File: src/rtl/m_shiftsequencer_pkg.sv
// m_shiftsequencer_pkg: op, counter-select and FSM state encodings shared by the shift sequencer
package m_shiftsequencer_pkg;
  typedef logic [1:0] sh_op_t;
  typedef logic [1:0] shsel_t;
  localparam sh_op_t SH_SLL    = 2'b00;
  localparam sh_op_t SH_SRL    = 2'b01;
  localparam sh_op_t SH_SRA    = 2'b11;
  localparam sh_op_t SH_BALIGN = 2'b10;
  localparam shsel_t SHSEL_LOADB    = 2'b00;
  localparam shsel_t SHSEL_LOADBYTE = 2'b01;
  localparam shsel_t SHSEL_COUNT    = 2'b10;
  localparam shsel_t SHSEL_HOLD     = 2'b11;
  localparam logic [1:0] ST_IDLE  = 2'd0;
  localparam logic [1:0] ST_LOAD  = 2'd1;
  localparam logic [1:0] ST_SHIFT = 2'd2;
  localparam logic [1:0] ST_FIN   = 2'd3;
endpackage

File: src/rtl/m_shiftsequencer_if.sv
// m_shiftsequencer_if: request/result bus between the core and the shift sequencer
interface m_shiftsequencer_if;
  import m_shiftsequencer_pkg::*;
  logic        start;
  sh_op_t      op;
  logic [31:0] a;
  logic [4:0]  shamt;
  logic        busy;
  logic        done;
  logic [31:0] result;
  modport master (output start, op, a, shamt, input busy, done, result);
  modport slave  (input start, op, a, shamt, output busy, done, result);
endinterface

File: src/rtl/m_shiftsequencer_dp.sv
// m_shiftsequencer_dp: operand register with load and one-bit left/right/arithmetic shift
module m_shiftsequencer_dp #(
  parameter int W = 32
) (
  input  logic         clk,
  input  logic         load,
  input  logic         shift,
  input  logic         left,
  input  logic         arith,
  input  logic [W-1:0] d,
  output logic [W-1:0] q
);
  always_ff @(posedge clk)
    if (load) q <= d;
    else if (shift) q <= left ? {q[W-2:0], 1'b0} : {arith & q[W-1], q[W-1:1]};
endmodule

File: src/rtl/m_shiftsequencer.sv
// m_shiftsequencer: multi-cycle shift sequencer driving the shift counter; SHIFTSEQ_BYTEALIGN_EN enables op=10 byte-align
module m_shiftsequencer
  import m_shiftsequencer_pkg::*;
#(
  parameter int XLEN = 32
) (
  input  logic                clk,
  input  logic                rst_n,
  m_shiftsequencer_if.slave   bus,
  input  logic                lastshift,
  output logic [1:0]          s_shiftsel,
  output logic [4:0]          cnt_b
);
  logic [1:0]      state;
  sh_op_t          opq;
  logic            done_q;
  logic [XLEN-1:0] result_q, opreg;
  shsel_t          load_sel;
  logic            accept;
  assign accept = state == ST_IDLE && bus.start;
`ifdef SHIFTSEQ_BYTEALIGN_EN
  assign load_sel = opq == SH_BALIGN ? SHSEL_LOADBYTE : SHSEL_LOADB;
`else
  assign load_sel = SHSEL_LOADB;
`endif
  always_comb begin
    s_shiftsel = state == ST_LOAD ? load_sel : state == ST_SHIFT ? SHSEL_COUNT : SHSEL_HOLD;
    bus.busy   = state == ST_LOAD || state == ST_SHIFT;
  end
  assign bus.done   = done_q;
  assign bus.result = result_q;
  always_ff @(posedge clk)
    if (!rst_n) begin
      state    <= ST_IDLE;
      opq      <= SH_SLL;
      cnt_b    <= '0;
      done_q   <= 1'b0;
      result_q <= '0;
    end else begin
      state  <= state == ST_IDLE  ? (bus.start ? ST_LOAD : ST_IDLE) :
                state == ST_LOAD  ? ST_SHIFT :
                state == ST_SHIFT ? (lastshift ? ST_FIN : ST_SHIFT) : ST_IDLE;
      done_q <= state == ST_FIN;
      if (accept) begin
        opq   <= bus.op;
        cnt_b <= bus.shamt;
      end
      if (state == ST_FIN) result_q <= opreg;
    end
  // the SHIFT cycle that sees lastshift is the extra non-shifting cycle
  m_shiftsequencer_dp #(.W(XLEN)) u_dp (
    .clk  (clk),
    .load (accept),
    .shift(state == ST_SHIFT && !lastshift),
    .left (opq == SH_SLL),
    .arith(opq == SH_SRA),
    .d    (bus.a),
    .q    (opreg)
  );
endmodule

File: src/flat_wrapper.sv
// flat-port wrapper written by rule: the top's interface ports become plain ports
module m_shiftsequencer_flat import m_shiftsequencer_pkg::*;
#(
  parameter int XLEN = 32
)
  (clk, rst_n, lastshift, s_shiftsel, cnt_b, bus_start, bus_op, bus_a, bus_shamt, bus_busy, bus_done, bus_result);
  m_shiftsequencer_if bus_i ();
  input  logic clk;
  input  logic rst_n;
  input  logic lastshift;
  output logic [1:0] s_shiftsel;
  output logic [4:0] cnt_b;
  input wire logic [$bits(bus_i.start)-1:0] bus_start;
  input wire logic [$bits(bus_i.op)-1:0] bus_op;
  input wire logic [$bits(bus_i.a)-1:0] bus_a;
  input wire logic [$bits(bus_i.shamt)-1:0] bus_shamt;
  output wire logic [$bits(bus_i.busy)-1:0] bus_busy;
  output wire logic [$bits(bus_i.done)-1:0] bus_done;
  output wire logic [$bits(bus_i.result)-1:0] bus_result;
  assign bus_i.start = bus_start;
  assign bus_i.op = bus_op;
  assign bus_i.a = bus_a;
  assign bus_i.shamt = bus_shamt;
  assign bus_busy = bus_i.busy;
  assign bus_done = bus_i.done;
  assign bus_result = bus_i.result;
  m_shiftsequencer #(.XLEN(XLEN)) u_core (.clk(clk), .rst_n(rst_n), .bus(bus_i), .lastshift(lastshift), .s_shiftsel(s_shiftsel), .cnt_b(cnt_b));
endmodule
File: config.mk
export PLATFORM = sky130hd
export DESIGN_NAME = m_shiftsequencer_flat
export DESIGN_NICKNAME = d
export VERILOG_FILES = /design/src/rtl/m_shiftsequencer_pkg.sv /design/src/rtl/m_shiftsequencer_if.sv /design/src/rtl/m_shiftsequencer_dp.sv /design/src/rtl/m_shiftsequencer.sv /design/src/flat_wrapper.sv
export SDC_FILE = /design/constraint.sdc
export NUM_CORES = 1
export LEC_CHECK = 0
export ABC_AREA = 1
export CORE_UTILIZATION = 51
export CTS_BUF_LIST = sky130_fd_sc_hd__clkbuf_2
export DETAILED_ROUTE_END_ITERATION = 7
export PLACE_DENSITY = 0.87
export SYNTH_ARGS = -nofsm -noshare
export SYNTH_HDL_FRONTEND = slang
export SYNTH_HIERARCHICAL = 1
export SYNTH_SLANG_ARGS = --single-unit
File: constraint.sdc
create_clock -name clk -period 2 [get_ports clk]
set_input_delay 0.6 -clock clk [delete_from_list [all_inputs] [get_ports clk]]
set_output_delay 0.6 -clock clk [all_outputs]
set_load 0.05 [all_outputs]
==> run_results.csv, run 1 <==
group,metric,value,unit
clocking,cts_tree,"done",
pwr,max-vdd-ir-drop,0.442,mV
route,drc,0,
timing,min_period,2000,ps
yosys,ys_warn_count,6,
route,wirelength,7.64,mm
timing,clock.fmax,500,MHz
timing,rsz0062_at_grt,"true",
yosys,ys_seq_area_share,53.1,%
final_layout,diodes,0,
route,wl_per_cell,12.7,µm
pwr,switching_share,31.3,%
yosys,syn_avg_cell_area,7.80,µm²
clocking,htree_num_levels,3,
die,chipHeight,83.6,µm
worst_setup_path,worstPathCellList,"inv_2 -> ha_4 -> inv_4 -> buf_12",
worst_setup_path,crit_start,"u_core/state[1]$_SDFF_PP0_",
die,die_w,83.6,µm
worst_setup_path,critical_path_arrival,1400,ps
worst_setup_path,slowest_stage,"dfxtp_2",
worst_setup_path,critical-path-max-stage-delay,380,ps
final_layout,area_delta_synth_final,26.5,%
die,core,6390,µm²
timing,drv_slew,0,
timing,hold_viol,0,
placed_design,post-dp-hpwl,5.12,mm
worst_setup_path,endpoint_kind,"primary output",
die,initial_utilization,53.1,%
route,drtIter0Drc,227,
job,cap_violations,0,
timing,finalCritPeriodShare,99.9,%
clocking,clock_tree.root_cell,"clkbuf_2",
worst_hold_path,hold_path_class,"flop to flop",
yosys,ys_types,19,
placed_design,dp.cells,580,
timing,slew-limit-headroom,62.4,%
clocking,cts_hold_buffers,0,
route,dr.pass1.iters,5,
timing,setup_violations,0,
pwr,cellPowerDensity,712,nW/µm²
final_layout,fillCellCount,545,
pwr,seq_power_share,57.4,%
die,ioPinCount,84,
clocking,clockBufferDepth,2,
grt,grt_overflow,0,
timing,worst_slew_pin_slew,563,ps
grt,grt_pass1_vias,2795,
pwr,cell_internal_pwr,2100,µW
die,die-area,6980,µm²
route,num_vias,3010,
status,status,"complete, no violations",
clocking,path_clk_slew,190,ps
grt,grt_max_degree,42,
pwr,comb_power_share,19.8,%
worst_setup_path,timing.rr.start,"u_core/state[1]$_SDFF_PP0_",
worst_setup_path,critical_path_required,1400,ps
die,rows,29,
worst_setup_path,cp_max_fo,2,
route,avgViaCountPerCell,5.01,
final_layout,final_cells,601,
final_layout,finalNetCount,566,
worst_setup_path,cp-start-kind,"flop",
placed_design,io_buffers,83,
timing,setup-tns-final,0,ps
clocking,cts.sinks,74,
timing,fin_worst_skew,18.8,ps
yosys,ys_ff_latch,74,
final_layout,drive_gt1_share,16.0,%
yosys,syn_nets,482,
yosys,netlist_area,3390,µm²
worst_hold_path,hp-start,"u_core/cnt_b[4]$_SDFFE_PN0P_",
route,drtAntennaViolNets,0,
worst_setup_path,critical_path.top_delay_family,"flip-flops",
yosys,syn_inst,435,
worst_setup_path,crit_buf_inv,3,
grt,grt_pass1_wl,12.6,mm
pwr,clkPwrFrac,22.8,%
worst_setup_path,path_class,"flop to primary output",
grt,grt_usage,22.4,%
pwr,p_leak,0.00211,µW
clocking,cts_made_buffers,9,
clocking,clk_latency,510,ps
placed_design,place.gp.congestion,0.793,
pwr,p_switching,956,µW
grt,grt_antenna_before_repair,0,
-- registers in the layout (all words and copies together) (netlist names) --
| signal | cells |
|---|---|
| u_core/bus.done | 1 |
| u_core/bus.result | 32 |
| u_core/cnt_b | 5 |
| u_core/opq | 2 |
| u_core/state | 2 |
| u_core/u_dp/q | 32 |
-- layout make-up --
type	count	area [µm²]	share of cell area, %
multi-input combinational	293	1240	29.0
sequential	74	1800	42.0
timing repair buffer	97	883	20.6
inverter	44	173	4.02
clock inverter	7	46.3	1.08
tap	77	96.3	2.24
clock buffer	9	45.0	1.05
-- synthesized netlist by cell type (all sizes together) --
cell / instances / share of area, %
buf: 18 / 4.6
dfxtp: 42 / 25
a21oi: 1 / 0.15
ha: 4 / 1.5
inv: 44 / 5.0
edfxtp: 32 / 28
nor2: 85 / 9.4
nand2: 132 / 15
clkbuf: 6 / 1.2
o21ai: 39 / 5.8
or2: 1 / 0.18
nor3: 1 / 0.15
nand3: 30 / 4.4
-- power groups by stage --
| stage | Combinational, µW | Sequential [µW] | Clock, µW |
|---|---|---|---|
| floorplan | 367 | 1810 | 0 |
| global placement | 568 | 1780 | 0 |
| detailed placement | 584 | 1790 | 0 |
| CTS | 597 | 1750 | 709 |
| global route | 670 | 1770 | 776 |
| finish | 605 | 1750 | 698 |
-- worst paths after layout --
check | to | slack (ps) | depth (start not counted)
max | s_shiftsel[0] | 2 | 4
min | u_core/cnt_b[4]$_SDFFE_PN0P_ | 510 | 2
max reg2reg | u_core/u_dp/q[30]$_DFFE_PP_ | 370 | 7
min reg2reg | u_core/cnt_b[4]$_SDFFE_PN0P_ | 510 | 2
-- worst register-to-register path: cells and delay by family (launching register included) --
family                   cells  cell delay [ps]
adder cells (fa/ha/maj)      1              190
buffers and inverters        4              530
flip-flops                   1              370
AND/OR/NAND/NOR              2              340
-- metrics by stage --
step                      hold WS [ps]  setup slack (ps)  total power (µW)  instance area (µm²)  util, %
after global placement             465              30.3              2350                 4140     64.9
after CTS                          511             -27.8              3060                 4270     66.8
after floorplan                    472               101              2180                 3390        -
final                              510              1.74              3060                 4290     67.2
after detailed placement           483              40.8              2370                 4140     64.9
after global routing               544             -40.1              3210                 4290     67.2
-- per-layer routing --
layer | global-route usage (%) | wire length (µm) | vias to the layer above
li1 | - | - | 1521
met4 | 10.2 | 137 | 0
met2 | 38.1 | 3780 | 99
met5 | 0 | 0 | -
met1 | 27.8 | 3330 | 1379
met3 | 3.76 | 393 | 11
-- placed cells by master, fill, tap and decap left out, types with 9 or more instances in the layout --
master,count
nand2_1,132
nand3_1,30
dfxtp_1,40
inv_1,36
edfxtp_1,32
o21ai_0,35
nor2_1,84
clkbuf_2,9
buf_4,51
clkdlybuf4s50_1,42
-- cells by family after synthesis --
| logic type | synth area share [%] |
|---|---|
| simple gates | 28.8 |
| flops | 53.1 |
| fa+ha+maj | 1.47 |
| compound gates | 5.90 |
| buf+inv | 10.8 |
-- timing repair --
| action | 4_1_cts | 5_1_grt |
|---|---|---|
| resized for setup | 9 | 0 |
| pin swaps | 1 | 1 |
| buffers inserted | 2 | 3 |
| setup endpoints to repair | 3 | 3 |
(Power assumes the default switching activity.)
==> inputs of run 2 (changes only) <==
--- a/config.mk
+++ b/config.mk
@@ -9,6 +9,7 @@
 export CORE_UTILIZATION = 51
 export CTS_BUF_LIST = sky130_fd_sc_hd__clkbuf_2
 export DETAILED_ROUTE_END_ITERATION = 7
+export MAX_ROUTING_LAYER = met4
 export PLACE_DENSITY = 0.87
 export SYNTH_ARGS = -nofsm -noshare
 export SYNTH_HDL_FRONTEND = slang
==> run_results.csv, run 2 (synthesized netlist as in run 1, its figures left out) <==
group,metric,value,unit
die,chipHeight,83.6,µm
worst_hold_path,worstHoldEndpoint,"u_core/cnt_b[4]$_SDFFE_PN0P_",
placed_design,post-dp-hpwl,5.12,mm
timing,rsz0062_at_grt,"true",
grt,grt_pass1_vias,2796,
timing,finalCritPeriodShare,99.8,%
timing,drv_slew,0,
pwr,max-vdd-ir-drop,0.442,mV
pwr,power,3060,µW
route,avgViaCountPerCell,5.00,
route,num_vias,3002,
final_layout,multi_input_area,1240,µm²
worst_setup_path,r2r_end,"u_core/u_dp/q[28]$_DFFE_PP_",
job,cap_violations,0,
grt,grt_overflow,0,
route,wl_per_cell,12.7,µm
worst_setup_path,cp-start-kind,"flop",
timing,slew-limit-headroom,62.5,%
timing,min_period,2000,ps
pwr,cellPowerDensity,712,nW/µm²
pwr,p_leak,0.00211,µW
route,drc,0,
worst_hold_path,hp-start,"u_core/cnt_b[4]$_SDFFE_PN0P_",
final_layout,layout_common_cells,"nand2_1 (132), nor2_1 (84), buf_4 (51), clkdlybuf4s50_1 (42), dfxtp_1 (40)",
worst_setup_path,critical_path_required,1400,ps
timing,setup-tns-final,0,ps
clocking,cts_tree,"done",
worst_hold_path,hold_depth,2,
die,initial_utilization,53.1,%
worst_setup_path,path_class,"flop to primary output",
route,wirelength,7.64,mm
timing,worst_slew_pin_slew,562,ps
status,status,"complete, no violations",
grt,grt_antenna_before_repair,0,
route,dr.pass1.iters,5,
clocking,cts_hold_buffers,0,
worst_setup_path,timing.rr.start,"u_core/state[1]$_SDFF_PP0_",
clocking,htree_num_levels,3,
clocking,clockBufferDepth,2,
worst_setup_path,cp_max_fo,2,
final_layout,regArea,1800,µm²
timing,clock.fmax,501,MHz
die,rows,29,
placed_design,place.gp.congestion,0.804,
final_layout,final_common_cell,"nand2_1",
timing,fin_worst_skew,16.5,ps
final_layout,finalNetCount,566,
die,core,6390,µm²
grt,grt_usage,23.0,%
final_layout,fillCellCount,545,
clocking,cts_made_buffers,9,
grt,grt_pass1_wl,12.6,mm
final_layout,drive_gt1_share,16.0,%
clocking,clk_latency,510,ps
clocking,cts.sinks,74,
final_layout,area_delta_synth_final,26.5,%
worst_setup_path,endpoint_kind,"primary output",
timing,hold_viol,0,
die,die-area,6980,µm²
worst_hold_path,hold_path_class,"flop to flop",
die,ioPinCount,84,
final_layout,diodes,0,
clocking,clock_tree.root_cell,"clkbuf_2",
grt,grt_max_degree,42,
worst_setup_path,critical_path_arrival,1400,ps
clocking,path_clk_slew,190,ps
die,die_w,83.6,µm
worst_setup_path,rrSetupSlack,370,ps
worst_setup_path,ff2ff_path_depth,7,
route,drtIter0Drc,248,
timing,setup_violations,0,
route,drtAntennaViolNets,0,
placed_design,io_buffers,83,
run 2: cell counts in the layout (fill, tap and decap cells not counted):
Identical to the previous run, type by type.
run 2: critical path, stage by stage, from the launching register on:
cell and delay (ps):
dfxtp_2 380, inv_2 50, ha_4 290, inv_4 40, buf_12 130
run 2: through the flow:
stage / utilization [%] / instance area, µm² / hold WS (ps) / worst slack, ps / cells
global route: 67.2 / 4290 / 544 / -40.2 / 601
CTS: 66.8 / 4270 / 511 / -27.8 / 598
detailed placement: 64.9 / 4140 / 483 / 40.8 / 580
global placement: 64.9 / 4140 / 465 / 30.3 / 580
finish: 67.2 / 4290 / 510 / 3.21 / 601
floorplan: - / 3390 / 472 / 101 / 435
run 2: report_power, final:
group          internal, µW  total (µW)  switching, µW  leakage, µW
Sequential             1700        1750           51.5     0.000652
Clock                   153         698            545    0.0000436
Combinational           245         604            359      0.00141
Total                  2100        3060            955      0.00211
run 2: how the worst max path moves through the flow:
stage          slack, ps                        from  cells after the start                          end
2_1_floorplan        100  u_core/state[0]$_SDFF_PN0_                      3                s_shiftsel[0]
3_5_place_dp          40                   bus_start                      5  u_core/u_dp/q[11]$_DFFE_PP_
4_1_cts              -30  u_core/state[0]$_SDFF_PN0_                      4                s_shiftsel[0]
6_report               3  u_core/state[1]$_SDFF_PP0_                      4                s_shiftsel[0]
3_3_place_gp          30                   bus_start                      5  u_core/u_dp/q[11]$_DFFE_PP_
5_1_grt              -40  u_core/state[1]$_SDFF_PP0_                      4                s_shiftsel[0]
run 2: repair_timing:
action                                  4_1_cts  5_1_grt
pin swaps                                     1        1
resized for setup                             9        0
endpoints found under the hold margin         0        0
endpoints found under the setup margin        3        3
buffers inserted                              2        3
run 2: area by class of cell:
type,instances,area share (%)
Timing Repair Buffer,97,20.6
Inverter,44,4.02
Clock inverter,7,1.08
Clock buffer,9,1.05
Sequential cell,74,42.0
Tap cell,77,2.24
Multi-Input combinational cell,293,29.0
run 2: layer usage:
metal	GRT usage, %	wire, µm	vias up
met5	-	0	-
met4	10.2	138	0
met3	3.46	404	11
met2	38.1	3810	99
met1	27.9	3290	1371
li1	-	-	1521
